`config.mk`:
```
export PLATFORM = sky130hd
export DESIGN_NAME = hit_judge
export DESIGN_NICKNAME = d
export VERILOG_FILES = /design/src/rtl/game_pkg.sv /design/src/rtl/lane_judge.sv /design/src/rtl/hit_judge.sv
export SDC_FILE = /design/constraint.sdc
export NUM_CORES = 1
export LEC_CHECK = 0
export ABC_AREA = 1
export BUFFER_PORTS_ARGS = -buffer_cell sky130_fd_sc_hd__buf_4
export CELL_PAD_IN_SITES_DETAIL_PLACEMENT = 2
export CELL_PAD_IN_SITES_GLOBAL_PLACEMENT = 2
export CORE_MARGIN = 2
export CORE_UTILIZATION = 35
export CTS_CLUSTER_DIAMETER = 50
export DETAILED_ROUTE_END_ITERATION = 10
export GPL_ROUTABILITY_DRIVEN = 0
export PLACE_DENSITY = 0.83
export SETUP_SLACK_MARGIN = 0.05
export SYNTH_ARGS = -nofsm -noshare
export SYNTH_HDL_FRONTEND = slang
export SYNTH_SLANG_ARGS = --single-unit
```
`constraint.sdc`:
```
create_clock -name clk -period 2.8 [get_ports clk]
set_input_delay 0 -clock clk [delete_from_list [all_inputs] [get_ports clk]]
set_output_delay 0 -clock clk [all_outputs]
set_load 0.02 [all_outputs]
```
`src/rtl/game_pkg.sv`:
```
// Shared definitions for the rhythm-game judge and score counter.
// The Inp codes below are also decoded by the score counter.
package game_pkg;

  localparam logic [0:0] LANE_IDLE = 1'b0;
  localparam logic [0:0] LANE_OPEN = 1'b1;

  localparam logic [1:0] HIT_NONE = 2'b00;
  localparam logic [1:0] HIT_L0   = 2'b01;
  localparam logic [1:0] HIT_L1   = 2'b10;
  localparam logic [1:0] HIT_BOTH = 2'b11;

  localparam logic [7:0] COMBO_MAX = 8'd255;

  function automatic logic [1:0] inp_code(input logic h0, input logic h1);
    logic [1:0] code;
    case ({h1, h0})
      2'b00:   code = HIT_NONE;
      2'b01:   code = HIT_L0;
      2'b10:   code = HIT_L1;
      default: code = HIT_BOTH;
    endcase
    return code;
  endfunction

  // Widen before adding so that 255 + 1 clamps instead of wrapping to 0.
  function automatic logic [7:0] combo_inc(input logic [7:0] c);
    logic [8:0] sum;
    sum = {1'b0, c} + 9'd1;
    if (sum > {1'b0, COMBO_MAX}) return COMBO_MAX;
    return sum[7:0];
  endfunction

endpackage

```
`src/rtl/lane_judge.sv`:
```
// One lane of the timing judge: button edge detect, IDLE/OPEN FSM and
// the hit-window down-counter. Lane results are combinational.
module lane_judge
  import game_pkg::*;
#(
  parameter int WINDOW = 16,
  parameter int CW     = 8
) (
  input  logic clk,
  input  logic reset,
  input  logic btn,
  input  logic note_in,
  output logic lane_hit,
  output logic lane_miss
);

  localparam logic [CW-1:0] CNT_LOAD = CW'(WINDOW - 1);

  logic          r_btn_q;
  logic [0:0]    r_state;
  logic [CW-1:0] r_cnt;

  logic          w_rise;
  logic          w_cnt_zero;
  logic [0:0]    w_state_nxt;
  logic [CW-1:0] w_cnt_nxt;

  assign w_rise     = btn & ~r_btn_q;
  assign w_cnt_zero = (r_cnt == '0);

  // A note arriving on an open lane resolves the old note first, then reopens.
  always_comb begin
    lane_hit    = 1'b0;
    lane_miss   = 1'b0;
    w_state_nxt = r_state;
    w_cnt_nxt   = r_cnt;
    case (r_state)
      LANE_IDLE: begin
        if (note_in) begin
          w_state_nxt = LANE_OPEN;
          w_cnt_nxt   = CNT_LOAD;
        end
      end
      default: begin
        if (w_rise) begin
          lane_hit = 1'b1;
        end else if (note_in || w_cnt_zero) begin
          lane_miss = 1'b1;
        end
        if (note_in) begin
          w_state_nxt = LANE_OPEN;
          w_cnt_nxt   = CNT_LOAD;
        end else if (w_rise || w_cnt_zero) begin
          w_state_nxt = LANE_IDLE;
          w_cnt_nxt   = '0;
        end else begin
          w_cnt_nxt = r_cnt - CW'(1);
        end
      end
    endcase
  end

  always_ff @(posedge clk or posedge reset) begin
    if (reset) begin
      r_btn_q <= 1'b0;
      r_state <= LANE_IDLE;
      r_cnt   <= '0;
    end else begin
      r_btn_q <= btn;
      r_state <= w_state_nxt;
      r_cnt   <= w_cnt_nxt;
    end
  end

endmodule

```
`src/rtl/hit_judge.sv`:
```
// Two-lane timing judge feeding the score counter: registered hit code,
// miss pulse, saturating combo and best-combo tracking.
module hit_judge
  import game_pkg::*;
#(
  parameter int WINDOW = 16,
  parameter int CW     = 8
) (
  input  logic       clk,
  input  logic       reset,
  input  logic [1:0] btn,
  input  logic [1:0] note_in,
  output logic [1:0] hit,
  output logic       miss,
  output logic [7:0] combo,
  output logic [7:0] max_combo
);

  logic       w_hit0;
  logic       w_hit1;
  logic       w_miss0;
  logic       w_miss1;
  logic       w_any_hit;
  logic       w_any_miss;
  logic [7:0] w_combo_nxt;

  logic [1:0] r_hit;
  logic       r_miss;
  logic [7:0] r_combo;
  logic [7:0] r_max_combo;

  lane_judge #(.WINDOW(WINDOW), .CW(CW)) u_lane0 (
    .clk       (clk),
    .reset     (reset),
    .btn       (btn[0]),
    .note_in   (note_in[0]),
    .lane_hit  (w_hit0),
    .lane_miss (w_miss0)
  );

  lane_judge #(.WINDOW(WINDOW), .CW(CW)) u_lane1 (
    .clk       (clk),
    .reset     (reset),
    .btn       (btn[1]),
    .note_in   (note_in[1]),
    .lane_hit  (w_hit1),
    .lane_miss (w_miss1)
  );

  assign w_any_hit  = w_hit0 | w_hit1;
  assign w_any_miss = w_miss0 | w_miss1;

  // A miss on either lane breaks the combo even if the other lane hit.
  always_comb begin
    w_combo_nxt = r_combo;
    if (w_any_miss) begin
      w_combo_nxt = '0;
    end else if (w_any_hit) begin
      w_combo_nxt = combo_inc(r_combo);
    end
  end

  always_ff @(posedge clk or posedge reset) begin
    if (reset) begin
      r_hit       <= HIT_NONE;
      r_miss      <= 1'b0;
      r_combo     <= '0;
      r_max_combo <= '0;
    end else begin
      r_hit   <= inp_code(w_hit0, w_hit1);
      r_miss  <= w_any_miss;
      r_combo <= w_combo_nxt;
      if (w_combo_nxt > r_max_combo) begin
        r_max_combo <= w_combo_nxt;
      end
    end
  end

  assign hit       = r_hit;
  assign miss      = r_miss;
  assign combo     = r_combo;
  assign max_combo = r_max_combo;

endmodule
```
**Yosys cells after proc, flatten, opt, wreduce, memory -nomap -nowiden**

Cells that the tools add are included.

- Add/subtract/negate cells: 3
- Magnitude comparators: 2
- Equality and inequality tests: 2
- Multiplexer cells: 34
- Bitwise gates (word level): 6
- Reduce and logical (&&, ||, !) cells: 9

Operator list:

| operator | count |
|---|---|
| $mux W8 | 12 |
| $mux W1 | 21 |
| $logic_not A8 Y1 | 2 |
| $sub A8 B1 Y8 const B | 2 |
| $add A8 B1 Y9 const B | 1 |
| $gt A9 B8 Y1 const B | 1 |
| $gt A8 B8 Y1 | 1 |
| $pmux W2 S3 | 1 |
| $logic_or A1 B1 Y1 | 4 |
| $reduce_bool A2 Y1 | 2 |
| $and A1 B1 Y1 | 2 |
| $eq A2 B1 Y1 const B | 1 |
| $eq A2 B2 Y1 const B | 1 |
| $logic_not A2 Y1 | 1 |
| $not A1 Y1 | 2 |
| $or A1 B1 Y1 | 2 |

- Flip-flop bits (word level): 39
- Bits of input ports: 6
- Output and inout port bits: 19

**Logic depth before layout (Yosys ltp)**

- Word-level depth: 11
- Gate-level depth with buffers: 19
- Mapped depth without buffers: 19

**Modules after synthesis**

From an unflattened synthesis, not the netlist that was laid out.

- Cell total of the unflattened synthesis: 297
- Area total of the unflattened synthesis: 2,397.3 um2

By module, submodules not included:

| module | instances | cells each | area an instance (um2) | seq. area each (um2) |
|---|---|---|---|---|
| hit_judge | 1 | 143 | 1,221.2 | 475.5 |
| lane_judge | 2 | 77 | 588.1 | 250.2 |

**Worst setup path after synthesis**

Ideal clock, no wire load.

- Path type: flip-flop to flip-flop
- From: register r_combo[1], in the netlist combo[1]
- To: register r_max_combo[1], in the netlist max_combo[1]
- Setup time: 0.118 ns
- Data arrival time: 2.192 ns
- Slack: 0.490 ns
- Stages on the path, launching flop included: 19
- Buffers on the path: 0
- Cells stage by stage: dfrtp_1 ha_1 nand2_2 nor2_4 nand2_2 nand2_4 inv_4 nand2_1 nor3b_1 ha_1 nand2_1 nand2_1 nand2_1 nand2_1 nand2_1 a21oi_4 inv_2 nand2_1 nand2_1

- Longest elaborated chain between the ends: 9

Ends and longest elaborated chain:

| what | line | text |
|---|---|---|
| start: declaration | hit_judge.sv:29 | `logic [7:0] r_combo;` |
| start signal: assignment | hit_judge.sv:72 | `r_combo <= w_combo_nxt;` |
| $add A8 B1 Y9 | game_pkg.sv:29 | `sum = {1'b0, c} + 9'd1;` |
| $gt A9 B8 Y1 | game_pkg.sv:30 | `if (sum > {1'b0, COMBO_MAX}) return COMBO_MAX;` |
| $mux W1 | game_pkg.sv:30 |  |
| $mux W1 | hit_judge.sv:58 | `end else if (w_any_hit) begin` |
| $mux W1 | hit_judge.sv:56 | `if (w_any_miss) begin` |
| $mux W8 | game_pkg.sv:31 | `return sum[7:0];` |
| $mux W8 * | hit_judge.sv:58 |  |
| $mux W8 * | hit_judge.sv:56 |  |
| via w_combo_nxt[1] | hit_judge.sv:25 | `logic [7:0] w_combo_nxt;` |
| $gt A8 B8 Y1 | hit_judge.sv:73 | `if (w_combo_nxt > r_max_combo) begin` |
| end signal: assignment | hit_judge.sv:74 | `r_max_combo <= w_combo_nxt;` |
| end: declaration | hit_judge.sv:30 | `logic [7:0] r_max_combo;` |

Mark *: on every way through the listed nets, which the timed path passes. The rest lies on a longest branch. The select of a mux whose other input is x is not followed.
A chain may end at the register's enable or synchronous reset.

**Worst setup path in the final report**

- From: register u_lane1.r_cnt[0]
- To: register r_max_combo[1], in the netlist max_combo[1]

- Longest elaborated chain between the ends: 8

Ends and longest elaborated chain:

| what | line | text |
|---|---|---|
| start: declaration | lane_judge.sv:21 | `logic [CW-1:0] r_cnt;` |
| start signal: assignment | lane_judge.sv:71 | `r_cnt <= w_cnt_nxt;` |
| $logic_not A8 Y1 | lane_judge.sv:29 | `assign w_cnt_zero = (r_cnt == '0);` |
| $logic_or A1 B1 Y1 | lane_judge.sv:47 | `end else if (note_in \|\| w_cnt_zero) begin` |
| $mux W1 | lane_judge.sv:47 |  |
| $mux W1 | lane_judge.sv:45 | `if (w_rise) begin` |
| $mux W1 | lane_judge.sv:37 | `case (r_state)` |
| $or A1 B1 Y1 | hit_judge.sv:51 | `assign w_any_miss = w_miss0 \| w_miss1;` |
| via w_any_miss | hit_judge.sv:24 | `logic w_any_miss;` |
| $mux W8 | hit_judge.sv:56 |  |
| via w_combo_nxt[7] | hit_judge.sv:25 |  |
| $gt A8 B8 Y1 | hit_judge.sv:73 |  |

The timed path passes the listed nets, and every way through them passes these cells.

==> results.yml <==
synthesis:
  synth.distinct_cells: 28
  ys_seq_elements: 39
  synth.net_count: 293
  syn-cell-area_um2: 2280
  ys_seq_area_share_pct: 42.9
  synth_cells: 273
  yosys_warnings: 0
  avgSynthCellArea_um2: 8.34
die:
  floorplan.initialDensity_pct: 36.0
  pin_count: 25
  die_height_um: 84.6
  floorplan_die_width_um: 84.6
  core_ar_um2: 6310
  dieArea_um2: 7160
  fp-row-count: 29
setup_path:
  critPathCaptureType: "flop"
  worst-path-buf-inv: 2
  critPathMaxStageDelay_ps: 400
  worst_setup_path_type: "reg2reg"
  crit_path_top_delay_cell: "sky130_fd_sc_hd__dfrtp_1"
  arrival_ps: 2850
  critical_path.cell_chain: "inv_1 -> ha_1 -> nand3_1 -> o21ai_2 -> nand2_2 -> nand2_4 -> nor2_2 -> ha_1 -> nand2_1 -> nor2_1 -> nand3_1 -> nor2_2 -> a21oi_4 -> buf_4 -> nand3_1 -> nand2_1"
  critPathLaunchType: "flop"
  crit_family: "simple AND/OR/NAND/NOR gates"
  crit_path_frequent_cell: "sky130_fd_sc_hd__nand3_1"
  cp.required_ps: 2980
  critical_path.max_fanout: 5
placed_design:
  hpwl_um: 4650
  place.port_buffers: 24
  place_inst: 375
  placed_area_um2: 2560
finish:
  num-nets-final: 333
  layout.core_utilization_pct: 43.4
  areaGrowthSynthToFinish_pct: 20.5
  layout.cells.most_common_list: "64 x sky130_fd_sc_hd__nand2_1, 40 x sky130_fd_sc_hd__inv_1, 38 x sky130_fd_sc_hd__dfrtp_1"
  antennaDiodeCount: 0
  final_design_area_no_fill_um2: 2740
  mostFrequentLayoutCell: "sky130_fd_sc_hd__nand2_1"
  number_of_standard_cells_in_the_layout_taps_in_and_fillers_out: 391
  drive_above_1_share_pct: 25.5
pwr:
  power_leakage_uw: 0.00138
  ir_drop_worst_vdd_v: 0.000272
  pwr-share-clk_pct: 21.6
  p_sw_share_pct: 39.8
  seqPwrFrac_pct: 39.7
  power_report.internal_total_uw: 1060
  pwr_density_cell_nw_per_um2: 642
  power.share.combinational_pct: 38.6
  total_switching_power_uw: 701
global_routing:
  overall_fraction_of_global_route_tracks_in_use_pct: 18.6
  gr-usage-met1_pct: 24.9
  first_global_vias: 2129
  gr-max-usage-layer: "met2"
  first_pass_grt_wire_length_um: 10600
  gr-total-overflow: 0
  use_met2_pct: 31.1
  gr-usage-met3_pct: 3.24
  grt_max_degree: 40
  grt_antenna_before_repair: 0
timing:
  timing.final.hold_violations: 0
  tightestPinTransition_ps: 540
  timing.final.max_slew_violations: 0
  final.setup.tns_ps: 0
  max_freq_mhz: 376
  timing.final.setup_violations: 0
  final.hold.worst_slack_ps: 390
  maxSlewHeadroom_pct: 64.0
  post-route-period-util_pct: 95.1
  clock-skew-final_ps: 6.27
  layout_min_cycle_time_ps: 2660
detailed_routing:
  remaining_drc_errors: 0
  drtPass1Iterations: 3
  number_of_nets_still_failing_antenna_checks_after_routing: 0
  avgRoutedWirePerCell_um: 15.9
  routed_wirelength_um: 6230
  detailroute.via_count: 1925
  initialDrtViolationCount: 57
  route.detailed.vias_per_inst: 4.92
cts:
  root_buffer_selected_by_cts: "sky130_fd_sc_hd__clkbuf_8"
  clk_path_buf_depth: 2
  cts_num_sinks: 39
  cts_tree: "built"
  insertion_delay_ps: 300
  cts_inserted_buffers: 5
  cts_max_level: 2
  cts.reportedPaths.clkPinSlew_ps: 80
job:
  cap_violations: 0
min_path:
  class_of_the_most_critical_hold_timing_path: "in2reg"
outcome:
  run_status: "finished, final reports clean"
[area by class of cell]
| type | count | area [um^2] |
|---|---|---|
| multi-input cells | 188 | 1150 |
| repair buffers | 32 | 253 |
| well taps | 77 | 96.3 |
| flip-flops and latches | 39 | 977 |
| clock buffers | 6 | 72.6 |
| clock inverters | 2 | 12.5 |
| inverters | 47 | 179 |
| fillers | 727 | 3570 |
[power groups by stage]
| stage | Combinational [uW] | Clock, uW | Sequential, uW |
|---|---|---|---|
| after global placement | 589 | 0 | 708 |
| after floorplan | 361 | 0 | 752 |
| after global routing | 764 | 429 | 712 |
| final | 680 | 381 | 700 |
| after CTS | 641 | 395 | 700 |
| after detailed placement | 624 | 0 | 711 |
[kinds of logic after synthesis]
logic type                 count (synthesis)  share of synthesized area, %
adders and majority gates                 14                          7.70
DFF                                       39                          42.9
xor gates and xnor gates                  12                          4.62
and+or+nand+nor                          129                          27.8
AOI/OAI and AO/OA                         32                          9.18
buffers and inverters                     47                          7.86
[worst paths after layout]
path                       slack [ps]                to        startpoint  cells past startpoint
max                               140      max_combo[1]  u_lane1.r_cnt[0]                     16
min                               390   u_lane0.r_btn_q            btn[0]                      2
max reg2reg                       140      max_combo[1]  u_lane1.r_cnt[0]                     16
min reg2reg                       520  u_lane1.r_cnt[0]  u_lane1.r_cnt[0]                      1
max in group asynchronous        2000          combo[1]             reset                      4
min in group asynchronous         400      max_combo[2]             reset                      4
[Yosys cell counts (all sizes together)]
cell type / instances / area, um^2
a21o: 2 / 15.0
a21oi: 11 / 73.8
dfrtp: 39 / 976
ha: 14 / 175
inv: 47 / 179
nand2: 78 / 338
nand3: 20 / 120
nand4: 1 / 6.26
nor2: 27 / 149
nor3: 1 / 5.00
nor3b: 1 / 7.51
o21ai: 10 / 53.8
o221ai: 4 / 35.0
o22ai: 5 / 31.3
or2: 1 / 6.26
xnor2: 2 / 17.5
xor2: 10 / 87.6
[metal layers]
metal	routed length (um)	part of all wire [%]	vias to the layer above
met1	2980	48	957
li1	-	-	944
met2	3050	49	18
met3	125	2.0	6
met5	0	0	-
met4	71	1.1	0
[worst register-to-register path: cells and delay by family, from the launching register on]
kind | cells | cell delay [ps]
and+or+nand+nor | 10 | 1200
adders and majority gates | 2 | 480
DFF | 1 | 400
buffers and inverters | 2 | 260
AOI/OAI and AO/OA | 2 | 230
[flip-flops by register name, summed over array words and instances (netlist names)]
name,cells
u_lane0.r_btn_q,1
u_lane1.r_btn_q,1
max_combo,8
u_lane1.r_cnt,8
u_lane1.r_state,1
combo,8
miss,1
u_lane0.r_cnt,8
u_lane0.r_state,1
hit,2
[repair_timing]
| item | 4_1_cts | 5_1_grt |
|---|---|---|
| endpoints found under the hold margin | 47 | 0 |
| hold buffers | 5 | 0 |
| setup buffers | 0 | 2 |
| resized for setup | 0 | 10 |
| setup endpoints to repair | 0 | 8 |
[per-stage QoR]
stage | power (uW) | setup slack (ps)
3_3_place_gp | 1300 | 332
4_1_cts | 1740 | 72.5
6_report | 1760 | 137
2_1_floorplan | 1110 | 490
3_5_place_dp | 1340 | 165
5_1_grt | 1910 | -68.1
Power figures use the tool's default switching activity.
